<file path="src/rtl/tank_pkg.sv">
// tank_pkg: shared constants, one-hot direction encoding and bullet FSM states for the tank game.
package tank_pkg;
    localparam logic [3:0] DIR_UP    = 4'b0001;
    localparam logic [3:0] DIR_DOWN  = 4'b0010;
    localparam logic [3:0] DIR_LEFT  = 4'b0100;
    localparam logic [3:0] DIR_RIGHT = 4'b1000;
    localparam int TANK_SIZE   = 32;
    localparam int BULLET_SIZE = 8;
    localparam logic [9:0] PARK_POS = 10'h3FF;
    // Spawn = bullet centred on the tank, pushed out by half a tank plus half a bullet.
    localparam int SPAWN_CENTER = (TANK_SIZE - BULLET_SIZE) / 2;
    localparam int SPAWN_REACH  = (TANK_SIZE + BULLET_SIZE) / 2;
    typedef enum logic [1:0] {IDLE, FLIGHT, COOLDOWN} bullet_state_e;
    function automatic logic [3:0] lowest_dir(input logic [3:0] d);
        return d & (~d + 4'd1);
    endfunction
endpackage

</file>
<file path="src/rtl/bullet_ctrl_if.sv">
// bullet_ctrl_if: frame/tank inputs and bullet outputs of bullet_ctrl.
interface bullet_ctrl_if;
    logic       frame_tick;
    logic       fire;
    logic [9:0] tank_x;
    logic [9:0] tank_y;
    logic [3:0] tank_dir;
    logic       hit;
    logic [9:0] bullet_x;
    logic [9:0] bullet_y;
    logic [3:0] bullet_dir;
    logic       bullet_active;
    logic       fire_ack;
    modport master (
        output frame_tick, fire, tank_x, tank_y, tank_dir, hit,
        input  bullet_x, bullet_y, bullet_dir, bullet_active, fire_ack
    );
    modport slave (
        input  frame_tick, fire, tank_x, tank_y, tank_dir, hit,
        output bullet_x, bullet_y, bullet_dir, bullet_active, fire_ack
    );
endinterface

</file>
<file path="src/rtl/bullet_step.sv">
// bullet_step: moves an 8x8 box by i_amt along a direction and flags any part leaving the field.
module bullet_step
    import tank_pkg::*;
#(
    parameter int FIELD_W = 640,
    parameter int FIELD_H = 480
) (
    input  logic signed [10:0] i_x,
    input  logic signed [10:0] i_y,
    input  logic [3:0]         i_dir,
    input  logic [9:0]         i_amt,
    output logic [9:0]         o_x,
    output logic [9:0]         o_y,
    output logic               o_oob
);
    logic signed [11:0] w_x, w_y, w_amt, w_nx, w_ny;
    assign w_x   = 12'(i_x);
    assign w_y   = 12'(i_y);
    assign w_amt = 12'(i_amt);
    assign w_ny  = |(i_dir & DIR_UP)   ? w_y - w_amt :
                   |(i_dir & DIR_DOWN) ? w_y + w_amt : w_y;
    assign w_nx  = |(i_dir & (DIR_UP | DIR_DOWN)) ? w_x :
                   |(i_dir & DIR_LEFT)            ? w_x - w_amt :
                   |(i_dir & DIR_RIGHT)           ? w_x + w_amt : w_x;
    assign o_oob = w_nx[11] || w_ny[11] ||
                   int'(w_nx) + BULLET_SIZE > FIELD_W ||
                   int'(w_ny) + BULLET_SIZE > FIELD_H;
    assign o_x = w_nx[9:0];
    assign o_y = w_ny[9:0];
endmodule

</file>
<file path="src/rtl/bullet_ctrl.sv">
// bullet_ctrl: single-bullet FSM that spawns from the tank, flies per frame_tick and parks on end.
// Define BULLET_COOLDOWN_EN to hold COOLDOWN_FRAMES frame_ticks between bullet end and next fire.
module bullet_ctrl
    import tank_pkg::*;
#(
    parameter int SPEED           = 4,
    parameter int FIELD_W         = 640,
    parameter int FIELD_H         = 480,
    parameter int COOLDOWN_FRAMES = 8
) (
    input  logic         vga_clk,
    input  logic         reset_n,
    bullet_ctrl_if.slave bus
);
    bullet_state_e      r_state, w_state;
    logic [9:0]         r_x, r_y, w_x, w_y, w_sx, w_sy;
    logic [3:0]         r_dir, w_dir, w_sdir;
    logic               r_active, w_active, r_ack, w_ack, w_idle, w_oob;
    logic signed [10:0] w_px, w_py;
`ifdef BULLET_COOLDOWN_EN
    localparam int CW = $clog2(COOLDOWN_FRAMES + 1);
    logic [CW-1:0] r_cnt, w_cnt;
`endif
    assign w_idle = r_state == IDLE;
    assign w_sdir = lowest_dir(bus.tank_dir);
    // One mover serves both jobs: in IDLE it steps the tank-centred slot out to the spawn point.
    assign w_px = w_idle ? {1'b0, bus.tank_x} + 11'(SPAWN_CENTER) : {1'b0, r_x};
    assign w_py = w_idle ? {1'b0, bus.tank_y} + 11'(SPAWN_CENTER) : {1'b0, r_y};
    bullet_step #(.FIELD_W(FIELD_W), .FIELD_H(FIELD_H)) u_step (
        .i_x   (w_px),
        .i_y   (w_py),
        .i_dir (w_idle ? w_sdir : r_dir),
        .i_amt (w_idle ? 10'(SPAWN_REACH) : 10'(SPEED)),
        .o_x   (w_sx),
        .o_y   (w_sy),
        .o_oob (w_oob)
    );
    always_comb begin
        w_state  = r_state;
        w_x      = r_x;
        w_y      = r_y;
        w_dir    = r_dir;
        w_active = r_active;
        w_ack    = 1'b0;
`ifdef BULLET_COOLDOWN_EN
        w_cnt    = r_cnt;
`endif
        case (r_state)
            IDLE: if (bus.fire && w_sdir != 4'd0 && !w_oob) begin
                w_state  = FLIGHT;
                w_x      = w_sx;
                w_y      = w_sy;
                w_dir    = w_sdir;
                w_active = 1'b1;
                w_ack    = 1'b1;
            end
            FLIGHT: if (bus.hit || (bus.frame_tick && w_oob)) begin
                w_active = 1'b0;
                w_x      = PARK_POS;
                w_y      = PARK_POS;
`ifdef BULLET_COOLDOWN_EN
                w_state  = COOLDOWN;
                w_cnt    = '0;
`else
                w_state  = IDLE;
`endif
            end else if (bus.frame_tick) begin
                w_x = w_sx;
                w_y = w_sy;
            end
`ifdef BULLET_COOLDOWN_EN
            COOLDOWN: if (bus.frame_tick) begin
                w_cnt   = r_cnt == CW'(COOLDOWN_FRAMES - 1) ? '0 : r_cnt + 1'b1;
                w_state = r_cnt == CW'(COOLDOWN_FRAMES - 1) ? IDLE : COOLDOWN;
            end
`endif
            default: w_state = IDLE;
        endcase
    end
    always_ff @(posedge vga_clk) begin
        if (!reset_n) begin
            r_state  <= IDLE;
            r_x      <= PARK_POS;
            r_y      <= PARK_POS;
            r_dir    <= DIR_UP;
            r_active <= 1'b0;
            r_ack    <= 1'b0;
`ifdef BULLET_COOLDOWN_EN
            r_cnt    <= '0;
`endif
        end else begin
            r_state  <= w_state;
            r_x      <= w_x;
            r_y      <= w_y;
            r_dir    <= w_dir;
            r_active <= w_active;
            r_ack    <= w_ack;
`ifdef BULLET_COOLDOWN_EN
            r_cnt    <= w_cnt;
`endif
        end
    end
    assign bus.bullet_x      = r_x;
    assign bus.bullet_y      = r_y;
    assign bus.bullet_dir    = r_dir;
    assign bus.bullet_active = r_active;
    assign bus.fire_ack      = r_ack;
endmodule

</file>
<file path="src/flat_wrapper.sv">
// flat-port wrapper written by rule: the top's interface ports become plain ports
module bullet_ctrl_flat import tank_pkg::*;
#(
    parameter int SPEED           = 4,
    parameter int FIELD_W         = 640,
    parameter int FIELD_H         = 480,
    parameter int COOLDOWN_FRAMES = 8
)
  (vga_clk, reset_n, bus_frame_tick, bus_fire, bus_tank_x, bus_tank_y, bus_tank_dir, bus_hit, bus_bullet_x, bus_bullet_y, bus_bullet_dir, bus_bullet_active, bus_fire_ack);
  bullet_ctrl_if bus_i ();
  input  logic vga_clk;
  input  logic reset_n;
  input wire logic [$bits(bus_i.frame_tick)-1:0] bus_frame_tick;
  input wire logic [$bits(bus_i.fire)-1:0] bus_fire;
  input wire logic [$bits(bus_i.tank_x)-1:0] bus_tank_x;
  input wire logic [$bits(bus_i.tank_y)-1:0] bus_tank_y;
  input wire logic [$bits(bus_i.tank_dir)-1:0] bus_tank_dir;
  input wire logic [$bits(bus_i.hit)-1:0] bus_hit;
  output wire logic [$bits(bus_i.bullet_x)-1:0] bus_bullet_x;
  output wire logic [$bits(bus_i.bullet_y)-1:0] bus_bullet_y;
  output wire logic [$bits(bus_i.bullet_dir)-1:0] bus_bullet_dir;
  output wire logic [$bits(bus_i.bullet_active)-1:0] bus_bullet_active;
  output wire logic [$bits(bus_i.fire_ack)-1:0] bus_fire_ack;
  assign bus_i.frame_tick = bus_frame_tick;
  assign bus_i.fire = bus_fire;
  assign bus_i.tank_x = bus_tank_x;
  assign bus_i.tank_y = bus_tank_y;
  assign bus_i.tank_dir = bus_tank_dir;
  assign bus_i.hit = bus_hit;
  assign bus_bullet_x = bus_i.bullet_x;
  assign bus_bullet_y = bus_i.bullet_y;
  assign bus_bullet_dir = bus_i.bullet_dir;
  assign bus_bullet_active = bus_i.bullet_active;
  assign bus_fire_ack = bus_i.fire_ack;
  bullet_ctrl #(.SPEED(SPEED), .FIELD_W(FIELD_W), .FIELD_H(FIELD_H), .COOLDOWN_FRAMES(COOLDOWN_FRAMES)) u_core (.vga_clk(vga_clk), .reset_n(reset_n), .bus(bus_i));
endmodule
</file>
<file path="config.mk">
export PLATFORM = sky130hd
export DESIGN_NAME = bullet_ctrl_flat
export DESIGN_NICKNAME = d
export VERILOG_FILES = /design/src/rtl/tank_pkg.sv /design/src/rtl/bullet_ctrl_if.sv /design/src/rtl/bullet_step.sv /design/src/rtl/bullet_ctrl.sv /design/src/flat_wrapper.sv
export SDC_FILE = /design/constraint.sdc
export NUM_CORES = 1
export LEC_CHECK = 0
export ABC_AREA = 0
export CAP_MARGIN = 20
export CORE_UTILIZATION = 53
export DETAILED_ROUTE_END_ITERATION = 10
export GPL_TIMING_DRIVEN = 0
export PLACE_DENSITY = 0.88
export SLEW_MARGIN = 20
export SYNTH_ARGS = -nofsm -noshare
export SYNTH_HDL_FRONTEND = slang
export SYNTH_SLANG_ARGS = --single-unit
</file>
<file path="constraint.sdc">
create_clock -name vga_clk -period 6.3 [get_ports vga_clk]
set_input_delay 0.945 -clock vga_clk [delete_from_list [all_inputs] [get_ports vga_clk]]
set_output_delay 0.945 -clock vga_clk [all_outputs]
set_load 0.005 [all_outputs]
</file>
# Yosys cells after proc, flatten, opt, wreduce, memory -nomap -nowiden
# Cells that the tools add are included.
dict set report totals {
  ff_bits 28
  ramBits 0
  n_memories 0
  latch_bits 0
  out_inout_bits 26
  mem_bits_ro 0
  input_bits 29
}
dict set report classes {
  n_mux 24
  eq_ne 4
  div 0
  addsub 9
  n_reduce_logical 17
  multipliers 0
  magnitude_cmp 2
  bitwise 2
  shift 0
}
# cell count
set op_table {}
lappend op_table {{$mux 10} 6}
lappend op_table {{$mux 12} 5}
lappend op_table {{$pmux 10 s2} 2}
lappend op_table {{$gt 32x10->1 const B} 1}
lappend op_table {{$gt 32x11->1 const B} 1}
lappend op_table {{$add 12x5->13 const B} 2}
lappend op_table {{$add 11x6->12} 2}
lappend op_table {{$sub 11x6->12} 2}
lappend op_table {{$add 10x4->11 const B} 2}
lappend op_table {{$mux 11} 2}
lappend op_table {{$reduce_and 2->1} 3}
lappend op_table {{$reduce_and 3->1} 2}
lappend op_table {{$mux 5} 1}
lappend op_table {{$add 4x1->4 const B} 1}
lappend op_table {{$and 4x4->4} 1}
lappend op_table {{$logic_or 1x1->1} 4}
lappend op_table {{$mux 2} 2}
lappend op_table {{$mux 4} 1}
lappend op_table {{$not 4->4} 1}
lappend op_table {{$pmux 2 s2} 1}
lappend op_table {{$reduce_bool 4->1} 1}
lappend op_table {{$logic_and 1x1->1} 3}
lappend op_table {{$mux 1} 3}
lappend op_table {{$ne 3x2->1 const B} 1}
lappend op_table {{other kinds (8)} 8}

# Longest topological paths before layout
# Gate-level depths: netlist (run 1).
dict set report logic_depth {
  ltp_word 15
  depth_mapped 20
  depth_no_buf 18
}

# Hierarchy
# From an unflattened synthesis (run 1), not the netlist that was laid out.
dict set report hier_totals {
  cells_unflattened 578
  hier_area_um2 4416.7
}
# module instances cells_per_inst area_each_um2
set by_module_without_submodules {}
lappend by_module_without_submodules {bullet_step 1 367 2662.6}
lappend by_module_without_submodules {bullet_ctrl 1 211 1754.2}

# Least setup slack after synthesis (run 1)
# OpenSTA, ideal clock, no wires.
dict set report synth_path {
  kind {in2reg}
  startpoint {input port bus_tank_x[2]}
  endpoint {register u_core.r_x[2], in the netlist u_core.bus.bullet_x[2]}
  slack_ns 1.548
  setup_ns 0.115
  n_path_buf 1
  cell_stages 17
  arrival_time_ns 4.638
  cell_sequence {inv_1 > ha_1 > xor2_1 > o21ai_0 > ha_1 > a41o_1 > a41o_1 > a22oi_1 > mux2_2 > o32ai_4 > o21bai_1 > o41a_1 > nor3_2 > nor3_4 > nand3b_4 > buf_6 > o21a_1}
}
dict set report synth_via {
  elab_chain_len 14
  word_cells_on_any_way 23
  classes_between {4 x add/sub; 1 x order compare; 2 x eq/ne; 8 x mux; 8 x reduce/logical}
}
# element line_no
set synth_lines {}
lappend synth_lines {{from (decl)} flat_wrapper.sv:15} ;# input wire logic [$bits(bus_i.tank_x)-1:0] bus_tank_x;
lappend synth_lines {{$add 10x4->11 *} bullet_ctrl.sv:27} ;# assign w_px = w_idle ? {1'b0, bus.tank_x} + 11'(SPAWN_CENTER) : {1'b0, r_x};
lappend synth_lines {{$mux 11 *} bullet_ctrl.sv:27}
lappend synth_lines {{$add 11x6->12} bullet_step.sv:24} ;# |(i_dir & DIR_RIGHT) ? w_x + w_amt : w_x;
lappend synth_lines {{$mux 12} bullet_step.sv:24}
lappend synth_lines {{$mux 12} bullet_step.sv:23} ;# |(i_dir & DIR_LEFT) ? w_x - w_amt :
lappend synth_lines {{$mux 12 *} bullet_step.sv:22} ;# assign w_nx = |(i_dir & (DIR_UP | DIR_DOWN)) ? w_x :
lappend synth_lines {{$add 12x5->13} bullet_step.sv:26} ;# int'(w_nx) + BULLET_SIZE > FIELD_W ||
lappend synth_lines {{$gt 32x11->1} bullet_step.sv:26}
lappend synth_lines {{$logic_or 1x1->1} bullet_step.sv:25} ;# assign o_oob = w_nx[11] || w_ny[11] ||
lappend synth_lines {{$logic_or 1x1->1} bullet_step.sv:26}
lappend synth_lines {{$logic_and 1x1->1 / $logic_not 1->1 (equally long branches)} {bullet_ctrl.sv:57, bullet_ctrl.sv:49}}
lappend synth_lines {{$logic_or 1x1->1 / $logic_and 1x1->1 (equally long branches)} {bullet_ctrl.sv:57, bullet_ctrl.sv:49}}
lappend synth_lines {{$ne 3x2->1 (no line), or another cell as far along} -}
lappend synth_lines {{$reduce_and 3->1 (no line) / $pmux 10 s2 (equally long branches)} -}
lappend synth_lines {{to (signal assigned)} bullet_ctrl.sv:93} ;# r_x <= w_x;
lappend synth_lines {{to (decl)} bullet_ctrl.sv:16} ;# logic [9:0] r_x, r_y, w_x, w_y, w_sx, w_sy;
# Every way passes the cells marked *; elsewhere a longest branch is shown, timed or not. The select of a mux whose other input is x is not followed.
# A chain may end at the register's enable or synchronous reset.

# Worst setup path after layout (run 1)
dict set report layout_path {
  startpoint {input port bus_tank_y[2]}
  endpoint {register u_core.r_y[2], in the netlist u_core.bus.bullet_y[2]}
}
dict set report layout_via {
  elab_chain_len 12
  word_cells_on_any_way 22
  classes_between {4 x add/sub; 1 x order compare; 2 x eq/ne; 7 x mux; 8 x reduce/logical}
}
# element line_no
set layout_lines {}
lappend layout_lines {{from (decl)} flat_wrapper.sv:16} ;# input wire logic [$bits(bus_i.tank_y)-1:0] bus_tank_y;
lappend layout_lines {{$add 10x4->11 *} bullet_ctrl.sv:28} ;# assign w_py = w_idle ? {1'b0, bus.tank_y} + 11'(SPAWN_CENTER) : {1'b0, r_y};
lappend layout_lines {{$mux 11 *} bullet_ctrl.sv:28}
lappend layout_lines {{$add 11x6->12} bullet_step.sv:21} ;# |(i_dir & DIR_DOWN) ? w_y + w_amt : w_y;
lappend layout_lines {{$mux 12} bullet_step.sv:21}
lappend layout_lines {{$mux 12 *} bullet_step.sv:20} ;# assign w_ny = |(i_dir & DIR_UP) ? w_y - w_amt :
lappend layout_lines {{$add 12x5->13 / $logic_or 1x1->1 (equally long branches)} {bullet_step.sv:27, bullet_step.sv:25}}
lappend layout_lines {{$gt 32x10->1 / $logic_or 1x1->1 (equally long branches)} {bullet_step.sv:27, bullet_step.sv:25}}
lappend layout_lines {{$logic_or 1x1->1} bullet_step.sv:26}
lappend layout_lines {{$logic_and 1x1->1 / $logic_not 1->1 (equally long branches)} {bullet_ctrl.sv:57, bullet_ctrl.sv:49}}
lappend layout_lines {{$logic_or 1x1->1 / $logic_and 1x1->1 (equally long branches)} {bullet_ctrl.sv:57, bullet_ctrl.sv:49}}
lappend layout_lines {{$ne 3x2->1 (no line), or another cell as far along} -}
lappend layout_lines {{$reduce_and 3->1 (no line) / $pmux 10 s2 (equally long branches)} -}
lappend layout_lines {{to (signal assigned)} bullet_ctrl.sv:94} ;# r_y <= w_y;
lappend layout_lines {{to (decl)} bullet_ctrl.sv:16}
# Marks and branches as above.

==> metrics.txt, run 1 <==
Synth Area in XOR/XNOR=between 7 and 8%; largest net degree at the start of global routing=15; Worst EP required=6510 ps; fmax=~170 MHz; synthesis-to-finish area growth=23.46%; FFs w/ async S/R, synth=0%; syn_nets=409; cell area power density=185.1 nW/um^2; met3 usage=4.192%; row cnt=26; final setup skew=9.679 ps; vias in the first global route=2965; Worst-path clk slew=100 ps; clk buf depth=2; CP Class=in2reg; Cell variety after synth=just under 80; die width=76.12 um; first-pass GRT wire length=about 14 mm; Final min period=5773 ps; CTS tree=done; Setup TNS=0 ps; CTS Root Cell=clkbuf_8; DR iter-0 viols=366; Final Net Count=roughly 470; I/O pins=55; multi-input logic area=2215 um^2; Post-Place Cells=494; Arr. time, crit path=5990 ps; CTS buffer count=3; WHS Endpoint=u_core.bus.bullet_y[0]; First-pass DRT Iterations=5; simple logic cell fraction of the synthesized area=around a quarter; compound-cell area share of the yosys netlist=32.06%; Max Fanout on Critical Path=10; met2 Use GR=between 40% and 50%; Post-Synthesis Mean Instance Area=7.869 um^2; unrepaired setup endpoints after global routing=no; fill cell count=443; Ys Warns=0; Netlist Area Pre-Place=between 2000 and 3000 um^2; CTS resizes=0; DRC viols=0; die area=5793 um^2; post-synthesis mux area share=~6.1%; routability cong.=1.018; GR Util met1=between 40% and 50%; FF+latch area=approximately 520 um^2; clock sink count=26; Die Height=76.12 um; post-CTS setup buffers=0; main combinational cell family by area after synthesis=compound AO/OA/AOI/OAI gates; total power draw=between 0.6 and 0.7 mW; Critical Path Start Type=input port; final hold vios=0; Worst Reg-to-Reg Cells=17; clk_lat worst skew=around 280 ps; initial antenna violation count=0; Max Cap Viol=0; Reg-to-Reg Start=u_core.bus.bullet_active; reg2reg end=u_core.bus.bullet_y[2]; HP Class=reg2reg; CTS H-tree lvls=1; actual slew at the worst max-slew pin=773.8 ps; final core utilization=69.06%; hold path cells=2; Post-DRT Antenna Nets=0; sequential share of the synthesized area=17.88%; GRT busiest layer=met2; Synth Instances=between 300 and 400; Vias/cell=6.488; Post-synth EDFFs=0; commonest register cell after synthesis=dfxtp_1; Total Routed Length=8.824 mm; Worst slew margin=47.97%; Setup crit end kind=flip-flop; Max VDD drop=116.3 uV; Starting Density=55.94%; drt wl/cell=17.72 um; hold-fix buffers at CTS=0; Core Region=5205 um^2; Lkg Pwr=1.466 nW; PortBufs=54; fin. max-slew vios=0; Ant. Diodes=0; Hold Startpoint=u_core.bus.bullet_y[0]; number of standard cells in the layout, taps in and fillers out=498; Synth Area in Adders=around 4.3%; share of cells above drive strength 1=7.710%; reg-to-reg slack, setup=~1200 ps; grt ovf=0; Setup-failing EPs final=0; Tcrit/Tclk final=~92%; register bit total from synthesis=26; vias=3231; outcome=finished clean; DP Wirelength=6.810 mm; Total Routing Usage GR=~30%
[final cells by class]
cell class	count	area share [%]
Sequential cell	26	14.48
Inverter	29	3.028
Timing Repair Buffer	54	15.04
Tap cell	70	2.436
Buffer	11	1.880
Multi-Input combinational cell	304	61.61
Clock buffer	4	1.531
[metrics by stage]
step                      hold slack (ps)  area (um^2)  setup WS (ps)
after detailed placement            466.9         3540          315.1
after CTS                           484.7         3595          617.1
final                               482.4         3595          527.0
after global placement              456.4         3540          362.6
after global routing                502.2         3595          247.1
after floorplan                     461.0         2912           1548
[layout by cell type (no fill, tap or decap), types with 6 or more instances in the layout]
cell             Yosys  routed
buf_2                6       6
inv_1               28      28
xnor2_1             16      16
and3_1               9       9
nor2_1              22      22
o21ai_0             21      21
ha_1                10      10
dfxtp_1             26      26
nand2_1             25      25
xor2_1               9       9
nor3_1              11      11
a2bb2oi_1           14      14
a21oi_1              9       9
clkdlybuf4s50_1      0      54
nand2b_1            11      11
nand3_1              6       6
mux2i_1             12      12
o22a_1               6       6
a21o_1               6       6
[synth_stat cells (3+ instances only)]
cell / instances / area [um^2]
and3_1: 9 / 56.30
a31o_2: 3 / 26.28
nor3_1: 11 / 55.05
nor2_1: 22 / 82.58
a21oi_1: 9 / 45.04
buf_2: 6 / 30.03
o2111ai_1: 4 / 35.03
xnor2_1: 16 / 140.1
nor2b_1: 3 / 18.77
ha_1: 10 / 125.1
nand3b_1: 4 / 30.03
nand2_1: 25 / 93.84
nand4_1: 5 / 31.28
xor2_1: 9 / 78.83
o21ai_0: 21 / 105.1
o31ai_1: 5 / 37.54
o22a_1: 6 / 52.55
nor4_1: 5 / 31.28
nand3_1: 6 / 30.03
o22ai_1: 4 / 25.02
inv_1: 28 / 105.1
and4_1: 3 / 26.28
nand2b_1: 11 / 68.82
a31oi_1: 5 / 31.28
a41o_1: 3 / 30.03
mux2_2: 5 / 56.30
dfxtp_1: 26 / 520.5
a2bb2oi_1: 14 / 122.6
o21a_1: 5 / 37.54
o21ai_1: 3 / 15.01
a22oi_1: 5 / 37.54
and2_1: 4 / 25.02
a21o_1: 6 / 45.04
o211ai_1: 5 / 37.54
mux2i_1: 12 / 120.1
[worst max-delay path, stage by stage]
cell and delay, ps:
clkdlybuf4s50_1 660, inv_1 160, ha_1 280, xor2_1 300
o21ai_0 180, ha_1 380, and4_1 200, a311o_1 150
nand2_1 90, o32a_1 360, o31ai_1 520, nor4bb_1 500
o211ai_1 210, nor3_4 380, nand3b_4 290, buf_6 180
a2bb2oi_1 180
[routing by layer]
metal  up-vias  wire [um]
li1       1528          -
met2       158       4006
met3        14        750
met4         0        178
met5         -          0
met1      1531       3888
[power breakdown]
group,total [mW],switching (mW),internal (mW)
logic,0.356,0.193,0.163
registers,0.194,0.0155,0.179
clock network,0.116,0.0596,0.0561
total,0.665,0.268,0.397
[sequential cells by signal, indices dropped and copies added, names as in the netlist]
name,count
u_core.bus.fire_ack,1
u_core.bus.bullet_active,1
u_core.bus.bullet_dir,4
u_core.bus.bullet_y,10
u_core.bus.bullet_x,10
[worst max path at each step]
stage / startpoint / end / depth (start not counted)
finish: bus_tank_y[2] / u_core.bus.bullet_y[2] / 17
global route: bus_tank_y[2] / u_core.bus.bullet_y[2] / 18
CTS: bus_tank_y[2] / u_core.bus.bullet_y[2] / 18
detailed placement: bus_tank_x[2] / u_core.bus.bullet_y[2] / 18
global placement: bus_tank_x[2] / u_core.bus.bullet_x[2] / 18
floorplan: bus_tank_x[2] / u_core.bus.bullet_x[2] / 17
[cells by family after synthesis]
group	after synthesis
AO/OA/AOI/OAI	122
XOR/XNOR	25
adder cells (fa/ha/maj)	10
buffers and inverters	40
flip-flops	26
multiplexers	17
AND/OR/NAND/NOR	130
Power figures use the tool's default switching activity.
==> run 2, diff against run 1 <==
--- a/config.mk
+++ b/config.mk
@@ -7,10 +7,11 @@
 export LEC_CHECK = 0
 export ABC_AREA = 0
 export CAP_MARGIN = 20
-export CORE_UTILIZATION = 53
+export CORE_UTILIZATION = 60
 export DETAILED_ROUTE_END_ITERATION = 10
+export DONT_BUFFER_PORTS = 1
 export GPL_TIMING_DRIVEN = 0
-export PLACE_DENSITY = 0.88
+export PLACE_DENSITY = 0.83
 export SLEW_MARGIN = 20
 export SYNTH_ARGS = -nofsm -noshare
 export SYNTH_HDL_FRONTEND = slang
==> run 2 against run 1 <==
  * Wire length decreased by 5.2%
  * Clock skew decreased by 6.3 ps
  * Utilization decreased by 1.8 points
==> metrics.txt, run 2 (same netlist as run 1, synthesis figures left out) <==
Setup-failing EPs final=0; Total Routed Length=roughly 8.4 mm; post-CTS setup buffers=0; die area=5135 um^2; vias=3085; vias in the first global route=approximately 2900; crit path max-delay cell type=clkbuf_1; unrepaired setup endpoints after global routing=no; Post-DRT Antenna Nets=0; clock sink count=26; clk buf depth=2; CTS buffer count=3; DR iter-0 viols=321; Reg-to-Reg Start=u_core.bus.bullet_active; Max Cap Viol=0; hold slack final=around 490 ps; I/O pins=between 50 and 60; multi-input logic area=2215 um^2; most common cell after layout, fill and taps aside=inv_1; first-pass GRT wire length=13.64 mm; routability cong.=about 0.98; CTS H-tree lvls=1; Max Fanout on Critical Path=10; Worst path depth=16; Lkg Pwr=~1.2 nW; hold-fix buffers at CTS=0; drt wl/cell=19.65 um; Starting Density=64.64%; delay of the slowest cell on the worst path=500 ps; CP Class=in2reg; Setup crit end kind=flip-flop; cell area power density=204.0 nW/um^2; synthesis-to-finish area growth=4.126%; grt ovf=0; Core Region=~4500 um^2; HP Class=reg2reg; largest net degree at the start of global routing=15; Worst Reg-to-Reg Cells=16; Total Routing Usage GR=between 30% and 40%; fin. max-slew vios=0; Die Height=between 70 and 80 um; Arr. time, crit path=5330 ps; row cnt=24; Buf/Inv on CP=2; PortBufs=0; FF+latch area=around 520 um^2; fill cell count=between 300 and 400; First-pass DRT Iterations=5; share of cells above drive strength 1=8.824%; Setup TNS=0 ps; reg2reg end=u_core.bus.bullet_y[9]; Vias/cell=7.242; actual slew at the worst max-slew pin=817.9 ps; final setup skew=3.338 ps; Critical Path Start Type=input port; Final Net Count=roughly 410; CTS tree=done; Worst slew margin=45.27%; Tcrit/Tclk final=82.15%; clk_lat worst skew=between 200 and 300 ps; fmax=193.2 MHz; crit-path cells=inv_1 -> ha_1 -> xor2_1 -> o21ai_0 -> ha_1 -> a41o_1 -> a41o_1 -> a22oi_1 -> mux2_2 -> o32ai_4 -> o21bai_1 -> nor4_1 -> nor3_2 -> nor4_1 -> clkbuf_1 -> a2bb2oi_1; Worst-path clk slew=100 ps; die width=just over 70 um; reg-to-reg slack, setup=around 1100 ps; DP Wirelength=6.360 mm; CTS Root Cell=clkbuf_8; final hold vios=0; Worst EP required=between 6000 and 7000 ps; CTS resizes=0; initial antenna violation count=0; commonest non-fill, non-tap cells in the layout=28 x inv_1, 26 x dfxtp_1, 25 x nand2_1; top cell family by delay on the critical path=compound AO/OA/AOI/OAI gates; crit path to=u_core.bus.bullet_y[9]; Final min period=5175 ps; outcome=finished clean; Max VDD drop=131.1 uV; Ant. Diodes=0; Setup crit start=bus_tank_x[2]; DRC viols=0
[run 2: changes by cell type in the layout (fill, tap and decap cells not counted), sizes merged]
cell / previous run / this run
clkdlybuf4s50: 54 / 0
[run 2: worst min-delay path: cells and delay by family, from the launching register on]
kind | cells | cell delay (ps)
buffers and inverters | 1 | 70
flip-flops | 1 | 340
AO/OA/AOI/OAI | 1 | 50
[run 2: final cells by class]
cell class | count | share of cell area [%]
multi-input cells | 304 | 73.05
flip-flops and latches | 26 | 17.17
inverters | 29 | 3.591
plain buffers | 11 | 2.229
well taps | 52 | 2.146
clock buffers | 4 | 1.816
[run 2: worst min path at each step]
stage                                         to                   start  depth (start not counted)  slack [ps]
final                     u_core.bus.bullet_x[1]  u_core.bus.bullet_x[1]                          2         490
after detailed placement  u_core.bus.bullet_x[1]  u_core.bus.bullet_x[1]                          2         480
after global placement    u_core.bus.bullet_y[0]  u_core.bus.bullet_y[0]                          2         480
after floorplan           u_core.bus.bullet_x[0]  u_core.bus.bullet_x[0]                          2         460
after CTS                 u_core.bus.bullet_x[1]  u_core.bus.bullet_x[1]                          2         500
after global routing      u_core.bus.bullet_x[9]  u_core.bus.bullet_x[9]                          1         530
[run 2: per-stage QoR]
stage / instance area (um^2) / utilization (%) / std cells / total power [mW] / setup WS [ps]
global route: 3032 / 67.31 / 426 / 0.6534 / 735.0
detailed placement: 2977 / 66.08 / 422 / 0.4951 / 937.6
CTS: 3032 / 67.31 / 426 / 0.6110 / 1232
finish: 3032 / 67.31 / 426 / 0.6185 / 1125
global placement: 2977 / 66.08 / 422 / 0.4872 / 985.8
floorplan: 2912 / - / 370 / 0.4328 / 1548
[run 2: where the power goes]
group	switching [mW]	internal (mW)
clock	0.0615	0.0562
combinational	0.177	0.126
sequential	0.0192	0.179
total	0.258	0.361
[run 2: routing by layer]
metal	GRT usage, %	share of wire (%)	routed length [um]
met1	46.05	44	3648
met5	0	0	0
met2	53.35	44	3696
met3	5.626	10	835
met4	10.89	2.3	189
==> run 3, diff against run 2 <==
--- a/config.mk
+++ b/config.mk
@@ -7,11 +7,11 @@
 export LEC_CHECK = 0
 export ABC_AREA = 0
 export CAP_MARGIN = 20
-export CORE_UTILIZATION = 60
+export CORE_UTILIZATION = 59
 export DETAILED_ROUTE_END_ITERATION = 10
 export DONT_BUFFER_PORTS = 1
 export GPL_TIMING_DRIVEN = 0
-export PLACE_DENSITY = 0.83
+export PLACE_DENSITY = 0.85
 export SLEW_MARGIN = 20
 export SYNTH_ARGS = -nofsm -noshare
 export SYNTH_HDL_FRONTEND = slang
==> constraint.sdc (replaced) <==
create_clock -name vga_clk -period 4.4 [get_ports vga_clk]
set_input_delay 0.66 -clock vga_clk [delete_from_list [all_inputs] [get_ports vga_clk]]
set_output_delay 0.66 -clock vga_clk [all_outputs]
set_load 0.005 [all_outputs]
==> run 3 against run 2 <==
  * Non-clock buffer count is 11 higher
  * Setup slack worse by 1100 ps
  * Global-route usage is 0.82 points lower
  * Critical path type is now reg2reg
  * Largest cell class unchanged
  * Cell area is 10% higher
  * Power is 53% higher
  * Via count is 2.2% higher
  * Clock power is 41% higher
  * Critical path depth is 4 higher
  * Clock skew is 6.8 ps higher
==> metrics.txt, run 3 (same netlist as run 1, synthesis figures left out) <==
outcome=finished clean; Internal=0.5556 mW; Starting Density=61.64%; CTS tree=done; Post-DRT Antenna Nets=0; Final min period=4376 ps; fmax=around 230 MHz; Hold Startpoint=reset_n; Core Region=~4700 um^2; DP Worst Slack=-583.7 ps; synthesis-to-finish area growth=14.57%; Max VDD drop=roughly 210 uV; switching portion of total power=41.46%; Worst EP required=between 4000 and 5000 ps; die area=5220 um^2; Setup crit start=u_core.bus.bullet_active; Critical Path Start Type=flip-flop; hold path cells=1; Die Height=between 70 and 80 um; clock sink count=26; cell area power density=284.5 nW/um^2; Setup crit end kind=flip-flop; fin. max-slew vios=0; drt wl/cell=19.26 um; HP Class=in2reg; Total Routed Length=slightly below 9 mm; delay of the slowest cell on the worst path=490 ps; commonest non-fill, non-tap cells in the layout=27 x inv_1, 25 x nand2_1, 25 x dfxtp_1; Lkg Pwr=about 1.3 nW; Vias/cell=between 6 and 7; CTS buffer count=3; vias=~3200; final setup margin=between 20 and 25 ps; Arr. time, crit path=roughly 4500 ps; DR iter-0 viols=approximately 340; actual slew at the worst max-slew pin=between 700 and 800 ps; crit path max-delay cell type=a211oi_2; first-pass GRT wire length=roughly 13 mm; I/O pins=55; power share of the clock group=17.5%; crit-path cells=buf_8 -> buf_8 -> buf_8 -> nand2_1 -> o21ai_2 -> ha_1 -> a41o_1 -> a41o_1 -> a22oi_2 -> buf_4 -> buf_4 -> nor2_1 -> xnor2_1 -> nor4_1 -> a41o_1 -> a211oi_2 -> nor3_4 -> buf_4 -> o32ai_4 -> a2bb2oi_1; clk_lat worst skew=between 200 and 300 ps; final setup skew=10.17 ps; row cnt=25; Worst slew margin=49.60%; final hold vios=0; Tcrit/Tclk final=between 90% and 100%; Max Fanout on Critical Path=10; final core utilization=70.62%; Worst Reg-to-Reg Cells=20; initial antenna violation count=0; First-pass DRT Iterations=8; Combinational Power Share=52.6%; grt ovf=0; total power draw=0.9491 mW; Worst-path clk slew=100 ps; number of standard cells in the layout, taps in and fillers out=452; DRC viols=0; Reg-to-Reg Start=u_core.bus.bullet_active; most common cell after layout, fill and taps aside=inv_1; CTS H-tree lvls=1; Total Routing Usage GR=32.69%; clk buf depth=2; routability cong.=approximately 1.0; Final Net Count=~430; Seq pwr share=between 20% and 30%; Sw Pwr=0.3935 mW; share of cells above drive strength 1=16.36%; CP Class=reg2reg; vias in the first global route=2892; DP Wirelength=6.329 mm; Post-Place Cells=around 440; largest net degree at the start of global routing=15; Ant. Diodes=0; die width=72.25 um; CTS Root Cell=clkbuf_8; PortBufs=0; Setup-failing EPs final=0; Max Cap Viol=0
## run 3: worst paths after layout
kind,to,slack (ps)
worst min-delay path,u_core.bus.bullet_dir[0],440
worst max register to register,u_core.bus.bullet_x[0],20
worst max-delay path,u_core.bus.bullet_x[0],20
worst min register to register,u_core.bus.bullet_y[0],500
## run 3: power by group through the flow
stage	Clock (mW)	Sequential [mW]	Combinational [mW]
after floorplan	0	0.279	0.342
after global placement	0	0.287	0.410
after detailed placement	0	0.287	0.420
after CTS	0.170	0.282	0.446
after global routing	0.176	0.286	0.539
final	0.166	0.283	0.500
## run 3: layout make-up
cell class                      count  area [um^2]
Tap cell                           67        83.83
Buffer                             11        101.3
Multi-Input combinational cell    304         2366
Fill cell                         359         1388
Sequential cell                    26        524.3
Inverter                           29        110.1
Clock buffer                        4        55.05
Timing Repair Buffer               11        95.09
## run 3: per-stage QoR
stage	hold WS (ps)	area (um^2)	TNS [ps]
6_report	440.7	3336	0
4_1_cts	432.5	3167	0
3_3_place_gp	475.6	3007	-9668
2_1_floorplan	461.0	2923	0
5_1_grt	437.2	3336	-84.08
3_5_place_dp	489.1	3007	-11190
## run 3: worst max-delay path, delay by kind of cell, from the launching register on
family	cells	cell delay [ps]
buf+inv	6	890
compound gates	8	1920
simple gates	4	340
flops	1	440
xor+xnor	1	390
fa+ha+maj	1	260
## run 3: layer usage
layer | vias up | share of wire, % | track usage, %
li1 | 1442 | - | -
met1 | 1478 | 42 | 42.94
met2 | 203 | 45 | 52.23
met3 | 29 | 10 | 7.500
met4 | 0 | 2.9 | 11.98
met5 | - | 0 | 0
## run 3: timing repair
action                                  4_1_cts  5_1_grt
endpoints found under the setup margin       26       26
hold buffers                                  0        0
buffers inserted                              4        7
pin swaps                                     2       10
gates resized for setup                      18       25
gates cloned                                  0        0
